<file path="src/rtl/double_threshold_hysteresis.sv">
// Double-threshold classification and single-window hysteresis behind NMS.
// Two-stage valid/ready pipeline with per-frame threshold latch and edge statistics.
module double_threshold_hysteresis #(
    parameter int PIX_W = 11,
    parameter int CNT_W = 20
) (
    input  logic               clk,
    input  logic               rstN,
    input  logic [9*PIX_W-1:0] NMS_pixels,
    input  logic [17:0]        NMS_Direction_Data,
    input  logic               NMS_Pixels_in_valid,
    input  logic               in_first,
    input  logic               in_last,
    output logic               in_ready,
    input  logic [PIX_W-1:0]   cfg_low_thr,
    input  logic [PIX_W-1:0]   cfg_high_thr,
    output logic [7:0]         edge_pixel,
    output logic [17:0]        edge_direction,
    output logic               out_valid,
    input  logic               out_ready,
    output logic               out_last,
    output logic [CNT_W-1:0]   stat_strong_cnt,
    output logic [CNT_W-1:0]   stat_edge_cnt,
    output logic               stat_valid
);

    logic             r_live;
    logic             w_adv;
    logic             w_acc;
    logic             w_ld;
    logic [PIX_W-1:0] w_cfg_low;
    logic [PIX_W-1:0] w_low;
    logic [PIX_W-1:0] w_high;
    logic [PIX_W-1:0] r_low;
    logic [PIX_W-1:0] r_high;
    logic [8:0]       w_strong;
    logic [PIX_W-1:0] w_ctr;
    logic             w_c_weak;

    logic             r_s1_valid;
    logic [8:0]       r_s1_strong;
    logic             r_s1_cweak;
    logic [17:0]      r_s1_dir;
    logic             r_s1_last;

    logic             w_nb_strong;
    logic             w_edge;
    logic             r_out_strong;

    logic             w_ohs;
    logic             w_sc_inc;
    logic             w_ec_inc;
    logic [CNT_W-1:0] r_strong_cnt;
    logic [CNT_W-1:0] r_edge_cnt;
    logic [CNT_W-1:0] w_sc_nx;
    logic [CNT_W-1:0] w_ec_nx;

    // in_ready stays low for the first cycle after reset release
    assign w_adv    = r_live & (~out_valid | out_ready);
    assign in_ready = w_adv;
    assign w_acc    = NMS_Pixels_in_valid & w_adv;

    assign w_cfg_low = (cfg_low_thr > cfg_high_thr) ? cfg_high_thr : cfg_low_thr;
    assign w_ld      = w_acc & in_first;
    assign w_low     = w_ld ? w_cfg_low : r_low;
    assign w_high    = w_ld ? cfg_high_thr : r_high;

    for (genvar gi = 0; gi < 9; gi++) begin : g_cls
        logic [PIX_W-1:0] w_p;
        assign w_p          = NMS_pixels[gi*PIX_W +: PIX_W];
        assign w_strong[gi] = (|w_p) & (w_p >= w_high);
    end

    assign w_ctr    = NMS_pixels[4*PIX_W +: PIX_W];
    assign w_c_weak = (|w_ctr) & (w_ctr >= w_low) & (w_ctr < w_high);

    always_ff @(posedge clk or negedge rstN) begin
        if (!rstN) begin
            r_live <= 1'b0;
            r_low  <= '0;
            r_high <= '0;
        end else begin
            r_live <= 1'b1;
            if (w_ld) begin
                r_low  <= w_cfg_low;
                r_high <= cfg_high_thr;
            end
        end
    end

    always_ff @(posedge clk or negedge rstN) begin
        if (!rstN) begin
            r_s1_valid  <= 1'b0;
            r_s1_strong <= '0;
            r_s1_cweak  <= 1'b0;
            r_s1_dir    <= '0;
            r_s1_last   <= 1'b0;
        end else if (w_adv) begin
            r_s1_valid  <= w_acc;
            r_s1_strong <= w_acc ? w_strong : 9'd0;
            r_s1_cweak  <= w_acc & w_c_weak;
            r_s1_dir    <= w_acc ? NMS_Direction_Data : 18'd0;
            r_s1_last   <= w_acc & in_last;
        end
    end

    assign w_nb_strong = |{r_s1_strong[8:5], r_s1_strong[3:0]};
    assign w_edge      = r_s1_strong[4] | (r_s1_cweak & w_nb_strong);

    always_ff @(posedge clk or negedge rstN) begin
        if (!rstN) begin
            out_valid      <= 1'b0;
            edge_pixel     <= 8'h00;
            edge_direction <= '0;
            out_last       <= 1'b0;
            r_out_strong   <= 1'b0;
        end else if (w_adv) begin
            out_valid      <= r_s1_valid;
            edge_pixel     <= (r_s1_valid & w_edge) ? 8'hFF : 8'h00;
            edge_direction <= r_s1_dir;
            out_last       <= r_s1_valid & r_s1_last;
            r_out_strong   <= r_s1_valid & r_s1_strong[4];
        end
    end

    // Saturating counters; the last transfer of a frame is counted before the snapshot
    assign w_ohs    = out_valid & out_ready;
    assign w_sc_inc = r_out_strong & ~(&r_strong_cnt);
    assign w_ec_inc = edge_pixel[0] & ~(&r_edge_cnt);
    assign w_sc_nx  = r_strong_cnt + CNT_W'(w_sc_inc);
    assign w_ec_nx  = r_edge_cnt + CNT_W'(w_ec_inc);

    always_ff @(posedge clk or negedge rstN) begin
        if (!rstN) begin
            r_strong_cnt    <= '0;
            r_edge_cnt      <= '0;
            stat_strong_cnt <= '0;
            stat_edge_cnt   <= '0;
            stat_valid      <= 1'b0;
        end else begin
            stat_valid <= 1'b0;
            if (w_ohs) begin
                if (out_last) begin
                    stat_strong_cnt <= w_sc_nx;
                    stat_edge_cnt   <= w_ec_nx;
                    stat_valid      <= 1'b1;
                    r_strong_cnt    <= '0;
                    r_edge_cnt      <= '0;
                end else begin
                    r_strong_cnt <= w_sc_nx;
                    r_edge_cnt   <= w_ec_nx;
                end
            end
        end
    end

endmodule

</file>
<file path="config.mk">
export PLATFORM = sky130hd
export DESIGN_NAME = double_threshold_hysteresis
export DESIGN_NICKNAME = d
export VERILOG_FILES = /design/src/rtl/double_threshold_hysteresis.sv
export SDC_FILE = /design/constraint.sdc
export NUM_CORES = 1
export LEC_CHECK = 0
export BUFFER_PORTS_ARGS = -buffer_cell sky130_fd_sc_hd__buf_2
export CAP_MARGIN = 30
export CORE_MARGIN = 2
export CORE_UTILIZATION = 50
export CTS_CLUSTER_SIZE = 8
export DETAILED_ROUTE_END_ITERATION = 12
export PLACE_DENSITY = 0.74
export SETUP_SLACK_MARGIN = 0.05
export SKIP_CTS_REPAIR_TIMING = 1
export SYNTH_ARGS = -nofsm -noshare
export SYNTH_HDL_FRONTEND = slang
export SYNTH_SLANG_ARGS = --single-unit
</file>
<file path="constraint.sdc">
create_clock -name clk -period 4.85 [get_ports clk]
set_input_delay 0.485 -clock clk [delete_from_list [all_inputs] [get_ports clk]]
set_output_delay 0.485 -clock clk [all_outputs]
set_load 0.02 [all_outputs]
</file>
### Word level (Yosys, flattened, before mapping)

Cells that the tools add are included.

| word-level totals | value |
|---|---|
| bits in registers | 163 |
| logic and storage cells | 83 |

| operators by class | value |
|---|---|
| add/subtract/negate cells | 2 |
| $lt $le $gt $ge | 12 |
| mux-type cells | 10 |
| bitwise gates (word level) | 28 |
| reductions and logical operators | 13 |

Operators by type and width:

| operator | number |
|---|---|
| 11-bit greater-or-equal comparator | 10 |
| 11-bit OR reduction | 9 |
| 20-bit by 1-bit adder with 20-bit output | 2 |
| 20-bit two-way mux | 2 |
| 20-bit AND reduction | 2 |
| 11-bit two-way mux | 3 |
| 1-bit bitwise AND | 23 |
| 18-bit two-way mux | 1 |
| 11-bit > comparator | 1 |
| 11-bit less-than comparator | 1 |
| 9-bit two-way mux | 1 |
| 8-bit two-way mux | 1 |
| 8-bit OR reduction | 1 |
| 1-bit NOT | 3 |
| 1-bit two-way mux | 2 |
| 1-bit bitwise OR | 2 |
| 2-bit AND reduction | 1 |

### Logic depth before layout (Yosys ltp)

| logic depth | value |
|---|---|
| depth after elaboration | 10 |
| gate-level depth with buffers | 14 |

### Worst setup path before layout

No wires, ideal clock.

| timing path | value |
|---|---|
| path kind | register -> register |
| from | reg out_valid |
| to | reg r_s1_strong[4] |
| setup time | 121 ps |
| data arrival time | 3214 ps |
| data required time | 4729 ps |
| slack | 1515 ps |
| cell stages (with the launch flop) | 15 |
| cell sequence | dfrtp_1 > inv_2 > o21ai_1 > inv_1 > nand3_2 > buf_2 > buf_2 > nor2_1 > a21oi_1 > ha_1 > a211oi_1 > nor2_1 > a2111oi_0 > o31ai_1 > a22o_1 |

| on the way | value |
|---|---|
| word-level cells in the longest chain between the ends | 9 |

RTL lines:

| what | RTL line | source |
|---|---|---|
| start, declared | 19 | `output logic out_valid,` |
| start signal, assigned | 118 | `out_valid <= r_s1_valid;` |
| 1-bit NOT (*) | 59 | `assign w_adv = r_live & (~out_valid \| out_ready);` |
| 1-bit bitwise OR (*) | 59 |  |
| 1-bit bitwise AND (*) | 59 |  |
| 1-bit bitwise AND | 61 | `assign w_acc = NMS_Pixels_in_valid & w_adv;` |
| 1-bit bitwise AND | 64 | `assign w_ld = w_acc & in_first;` |
| 11-bit two-way mux | - |  |
| 11-bit greater-or-equal comparator | 71 | `assign w_strong[gi] = (\|w_p) & (w_p >= w_high);` |
| 1-bit bitwise AND | 71 |  |
| 9-bit two-way mux | 100 | `r_s1_strong <= w_acc ? w_strong : 9'd0;` |
| end signal, assigned | 100 |  |
| end, declared | 41 | `logic [8:0] r_s1_strong;` |

Mark *: on every way between the ends. The rest lies on a longest branch, timed or not.
A chain may end at the register's enable or synchronous reset.

### Final worst setup path

| timing path | value |
|---|---|
| from | reg out_valid |
| to | reg r_s1_cweak |

| on the way | value |
|---|---|
| word-level cells in the longest chain between the ends | 10 |
| elaborated cells between the ends (all ways) | 12 |

RTL lines:

| what | RTL line | source |
|---|---|---|
| 1-bit NOT (*) | 59 |  |
| 1-bit bitwise OR (*) | 59 |  |
| 1-bit bitwise AND (*) | 59 |  |
| 1-bit bitwise AND | 61 |  |
| 1-bit bitwise AND | 64 |  |
| 11-bit two-way mux | - |  |
| 11-bit greater-or-equal comparator | 75 | `assign w_c_weak = (\|w_ctr) & (w_ctr >= w_low) & (w_ctr < w_high);` |
| 1-bit bitwise AND (2 in series) | 75 |  |
| 1-bit bitwise AND | 101 | `r_s1_cweak <= w_acc & w_c_weak;` |
| end signal, assigned | 101 |  |
| end, declared | 42 | `logic r_s1_cweak;` |

Marked as above.

==> metrics.txt <==
# TYPE chip_impl_metric gauge
chip_impl_metric{name="worst-path-stages",unit=""} 13
chip_impl_metric{name="synth_sequential_area_ratio",unit="%"} 38.4
chip_impl_metric{name="antennaDiodeCount",unit=""} 0
chip_impl_metric{name="port-buffer-count",unit=""} 214
chip_impl_metric{name="cp_data_required_time",unit="ns"} 5.17
chip_impl_info{name="critPathKind",value="reg -> reg"} 1
chip_impl_metric{name="synth_enable_flop_cells",unit=""} 0
chip_impl_metric{name="fin_crit",unit="ns"} 3.33
chip_impl_metric{name="clk_pin_slew",unit="ns"} 0.07
chip_impl_metric{name="fin_setup_tns",unit="ns"} 0
chip_impl_metric{name="worst_ep_arrival_time",unit="ns"} 3.65
chip_impl_info{name="run_status",value="finished clean"} 1
chip_impl_metric{name="ys_async_sr_fraction",unit="%"} 100
chip_impl_metric{name="synth_top_area_share",unit="%"} 38.4
chip_impl_metric{name="timing.final.crit_share",unit="%"} 68.6
chip_impl_metric{name="grt_first_pass_wirelength",unit="µm"} 43200
chip_impl_metric{name="finalSetupViolCount",unit=""} 0
chip_impl_metric{name="dp.final_hpwl",unit="µm"} 19400
chip_impl_metric{name="num_cts_buffers",unit=""} 17
chip_impl_metric{name="area_growth_syn_to_layout",unit="%"} 18.9
chip_impl_metric{name="floorplan.die.height",unit="µm"} 147
chip_impl_metric{name="clock_tree.buffer_depth",unit=""} 2
chip_impl_metric{name="synth.ff_latch_count",unit=""} 156
chip_impl_metric{name="multi_input_gate_area_in_the_final_layout",unit="µm²"} 5840
chip_impl_metric{name="layout_cell_share_with_drive_strength_beyond_1",unit="%"} 23.8
chip_impl_metric{name="setup_clock_skew_after_layout",unit="ns"} 0.0116
chip_impl_info{name="worstReg2RegEnd",value="r_s1_cweak"} 1
chip_impl_metric{name="ys_warn_count",unit=""} 0
chip_impl_metric{name="number_of_max_slew_violations_in_the_final_report",unit=""} 0
chip_impl_info{name="cp_cell_sequence",value="inv_2 > o21ai_4 > clkinv_1 > buf_4 > and3_1 > nand3_4 > mux2i_1 > ha_1 > a21o_1 > a221o_1 > a31oi_1 > o21ai_0 > a32o_1"} 1
chip_impl_metric{name="cts_htree_levels",unit=""} 4
chip_impl_metric{name="via_count",unit=""} 8903
chip_impl_metric{name="setup_slack",unit="ns"} 1.52
chip_impl_metric{name="cp_max_fo",unit=""} 47
chip_impl_info{name="clock-root-buffer",value="sky130_fd_sc_hd__clkbuf_16"} 1
chip_impl_metric{name="final_cell_area",unit="µm²"} 12100
chip_impl_metric{name="drc",unit=""} 0
chip_impl_metric{name="routed_wl",unit="µm"} 26300
chip_impl_metric{name="max_cap_violations",unit=""} 0
chip_impl_info{name="dominantRegCellSynth",value="sky130_fd_sc_hd__dfrtp_1"} 1
chip_impl_metric{name="track_usage",unit="%"} 24.9
chip_impl_metric{name="fp.dieW",unit="µm"} 147
chip_impl_metric{name="number_of_antenna_violations_at_the_first_check_in_global_routing",unit=""} 2
chip_impl_info{name="synth_top_cell_by_area",value="sky130_fd_sc_hd__dfrtp_1"} 1
chip_impl_metric{name="leakagePower",unit="nW"} 6.08
chip_impl_info{name="critical_path.endpoint_type",value="flop"} 1
chip_impl_metric{name="avgRoutedWirePerCell",unit="µm"} 16.7
chip_impl_info{name="cts_tree",value="built"} 1
chip_impl_info{name="grt_setup_unrepaired",value="false"} 1
chip_impl_info{name="cp_slowest_cell",value="sky130_fd_sc_hd__buf_4"} 1
chip_impl_metric{name="postSynthCellCount",unit=""} 1100
chip_impl_metric{name="ys_types",unit=""} 62
chip_impl_info{name="worst_setup_path_endpoint",value="r_s1_cweak"} 1
chip_impl_metric{name="post_drt_via_cell_ratio",unit=""} 5.65
chip_impl_metric{name="power.density_cell_area",unit="nW/µm²"} 348
chip_impl_metric{name="route.antenna.remaining_nets",unit=""} 0
chip_impl_metric{name="fp.coreArea",unit="µm²"} 20100
chip_impl_metric{name="worst_r2r_path_depth",unit=""} 13
chip_impl_metric{name="post_dp_cell_area",unit="µm²"} 11500
chip_impl_metric{name="crit_buf_inv",unit=""} 3
chip_impl_metric{name="place_worst_setup_slack",unit="ns"} 1.24
chip_impl_info{name="critPathLaunchType",value="flop"} 1
chip_impl_info{name="yosys-top-cells-area",value="sky130_fd_sc_hd__dfrtp_1 (38%), sky130_fd_sc_hd__ha_1 (15%), sky130_fd_sc_hd__nand2_1 (7.1%)"} 1
chip_impl_metric{name="mappedNetlistArea",unit="µm²"} 10200
chip_impl_metric{name="timing.reg2reg.setup_slack",unit="ns"} 1.52
chip_impl_metric{name="drt_first_pass_iters",unit=""} 5
chip_impl_metric{name="finalNetCount",unit=""} 1562
chip_impl_metric{name="worst_pin_slew",unit="ns"} 0.884
chip_impl_metric{name="slew-limit-headroom",unit="%"} 41.1
chip_impl_metric{name="drt-initial-drc-count",unit=""} 415
chip_impl_info{name="crit_family",value="compound AO/OA/AOI/OAI gates"} 1
chip_impl_metric{name="design.portCount",unit=""} 215
chip_impl_metric{name="gr-total-overflow",unit=""} 0
chip_impl_metric{name="area.sequential",unit="µm²"} 3900
chip_impl_metric{name="initial_utilization",unit="%"} 50.6
chip_impl_metric{name="count_of_standard_cell_rows",unit=""} 52
chip_impl_metric{name="gpl.final_weighted_congestion",unit=""} 0.864
chip_impl_metric{name="synthesis.area_per_instance",unit="µm²"} 9.24
chip_impl_info{name="timing.rr.start",value="out_valid"} 1
chip_impl_metric{name="hold_violations_final",unit=""} 0
chip_impl_metric{name="insertion_delay",unit="ns"} 0.43
chip_impl_metric{name="grt_pass1_vias",unit=""} 8693
chip_impl_metric{name="clock_sinks",unit=""} 156
chip_impl_metric{name="final.fill_count",unit=""} 1765
chip_impl_metric{name="max-vdd-ir-drop",unit="mV"} 0.224
chip_impl_info{name="hold_path.class",value="in -> async"} 1
chip_impl_metric{name="max_freq",unit="MHz"} 300
chip_impl_metric{name="synth_nets",unit=""} 1370
chip_impl_metric{name="hold_slack",unit="ns"} 0.147
chip_impl_metric{name="dieArea",unit="µm²"} 21500
chip_impl_metric{name="crit_path_max_incr_delay",unit="ns"} 0.41
chip_impl_metric{name="grt_max_degree",unit=""} 157
chip_impl_info{name="crit_start",value="out_valid"} 1
chip_impl_metric{name="final_core_utilization",unit="%"} 60.1
kinds of logic (layout without fill, tap and decap cells):
logic type               Yosys count  after routing  share of synthesized area, %
multiplexers                      32             32                          3.47
AND/OR/NAND/NOR                  369            369                          18.0
other                              1              1                        0.0369
flip-flops                       156            156                          38.4
XOR/XNOR                          36             36                          3.10
buffers and inverters            100            305                          4.32
AO/OA/AOI/OAI                    281            281                          17.2
adder cells (fa/ha/maj)          125            125                          15.4
worst reg2reg max path, cell delays in order, from the launching register on:
cell and delay, ns:
sky130_fd_sc_hd__dfrtp_1 0.40, sky130_fd_sc_hd__inv_2 0.10, sky130_fd_sc_hd__o21ai_4 0.07, sky130_fd_sc_hd__clkinv_1 0.07, sky130_fd_sc_hd__buf_4 0.41, sky130_fd_sc_hd__and3_1 0.34, sky130_fd_sc_hd__nand3_4 0.29, sky130_fd_sc_hd__mux2i_1 0.21
sky130_fd_sc_hd__ha_1 0.30, sky130_fd_sc_hd__a21o_1 0.18, sky130_fd_sc_hd__a221o_1 0.33, sky130_fd_sc_hd__a31oi_1 0.16, sky130_fd_sc_hd__o21ai_0 0.11, sky130_fd_sc_hd__a32o_1 0.26
through the flow:
step	power [mW]	std cells
detailed placement	2.80	1543
global route	4.46	1575
finish	4.20	1575
global placement	2.76	1543
floorplan	2.36	1100
CTS	4.23	1575
how the worst min path moves through the flow:
stage,start,to,slack (ns),depth (start not counted)
6_report,rstN,stat_edge_cnt[7],0.15,2
3_5_place_dp,r_s1_dir[14],edge_direction[14],0.45,2
4_1_cts,rstN,stat_edge_cnt[8],0.25,2
3_3_place_gp,r_s1_dir[13],edge_direction[13],0.45,2
5_1_grt,rstN,stat_edge_cnt[9],0.25,2
2_1_floorplan,rstN,edge_direction[0],0.19,0
Yosys cell counts, types with 7 or more instances:
cell / count
sky130_fd_sc_hd__mux2i_1: 9
sky130_fd_sc_hd__ha_1: 125
sky130_fd_sc_hd__xnor2_1: 12
sky130_fd_sc_hd__clkbuf_1: 24
sky130_fd_sc_hd__xor2_1: 24
sky130_fd_sc_hd__nand3_1: 47
sky130_fd_sc_hd__buf_4: 8
sky130_fd_sc_hd__o21ai_0: 95
sky130_fd_sc_hd__mux2_2: 21
sky130_fd_sc_hd__inv_1: 40
sky130_fd_sc_hd__and3_1: 10
sky130_fd_sc_hd__a21oi_1: 59
sky130_fd_sc_hd__o31a_1: 7
sky130_fd_sc_hd__a31oi_1: 12
sky130_fd_sc_hd__nor2b_1: 9
sky130_fd_sc_hd__nor4_1: 20
sky130_fd_sc_hd__nor2_1: 29
sky130_fd_sc_hd__a2111oi_0: 7
sky130_fd_sc_hd__o31ai_1: 26
sky130_fd_sc_hd__nand4_1: 14
sky130_fd_sc_hd__buf_2: 17
sky130_fd_sc_hd__nand2_1: 193
sky130_fd_sc_hd__o21ai_1: 11
sky130_fd_sc_hd__nor3_1: 8
sky130_fd_sc_hd__a21o_1: 16
sky130_fd_sc_hd__dfrtp_1: 156
sky130_fd_sc_hd__buf_1: 8
sky130_fd_sc_hd__nand2b_1: 18
sky130_fd_sc_hd__o41ai_1: 11
report_power, final:
| part | leakage, nW | total (mW) | switching (mW) | internal (mW) |
|---|---|---|---|---|
| registers | 2.08 | 1.55 | 0.0941 | 1.45 |
| clock network | 0.295 | 1.42 | 0.562 | 0.855 |
| logic | 3.70 | 1.24 | 0.728 | 0.512 |
sequential cells by signal, summed over array words and instances, names as in the netlist, 9 cells and up:
name,count
r_s1_dir,18
r_low,11
r_strong_cnt,20
stat_edge_cnt,20
r_edge_cnt,20
r_high,11
stat_strong_cnt,20
edge_direction,18
r_s1_strong,9
metal layers:
layer	track usage (%)	routed length, µm	vias up
met3	5.44	1550	47
met5	0	11	-
met4	9.42	597	2
li1	-	-	4372
met1	31.7	11400	4210
met2	41.7	12800	272
cell usage in the layout, fill, tap and decap left out, drive strengths merged, types with 15 or more instances in the layout:
master,instances
inv,42
nand2,195
mux2,23
nor4,25
clkbuf,20
nand4,15
dfrtp,156
ha,125
nand3,55
o21ai,109
nor2,29
a21o,16
nand2b,18
buf,232
xor2,24
a21oi,59
o31ai,26
cell type report:
class | count | area share, %
Multi-Input combinational cell | 844 | 48.3
Sequential cell | 156 | 32.3
Timing Repair Buffer | 232 | 10.1
Clock buffer | 20 | 3.86
Tap cell | 270 | 2.80
Clock inverter | 12 | 1.33
Inverter | 41 | 1.27
No activity file was read; power rests on OpenSTA's default activity.
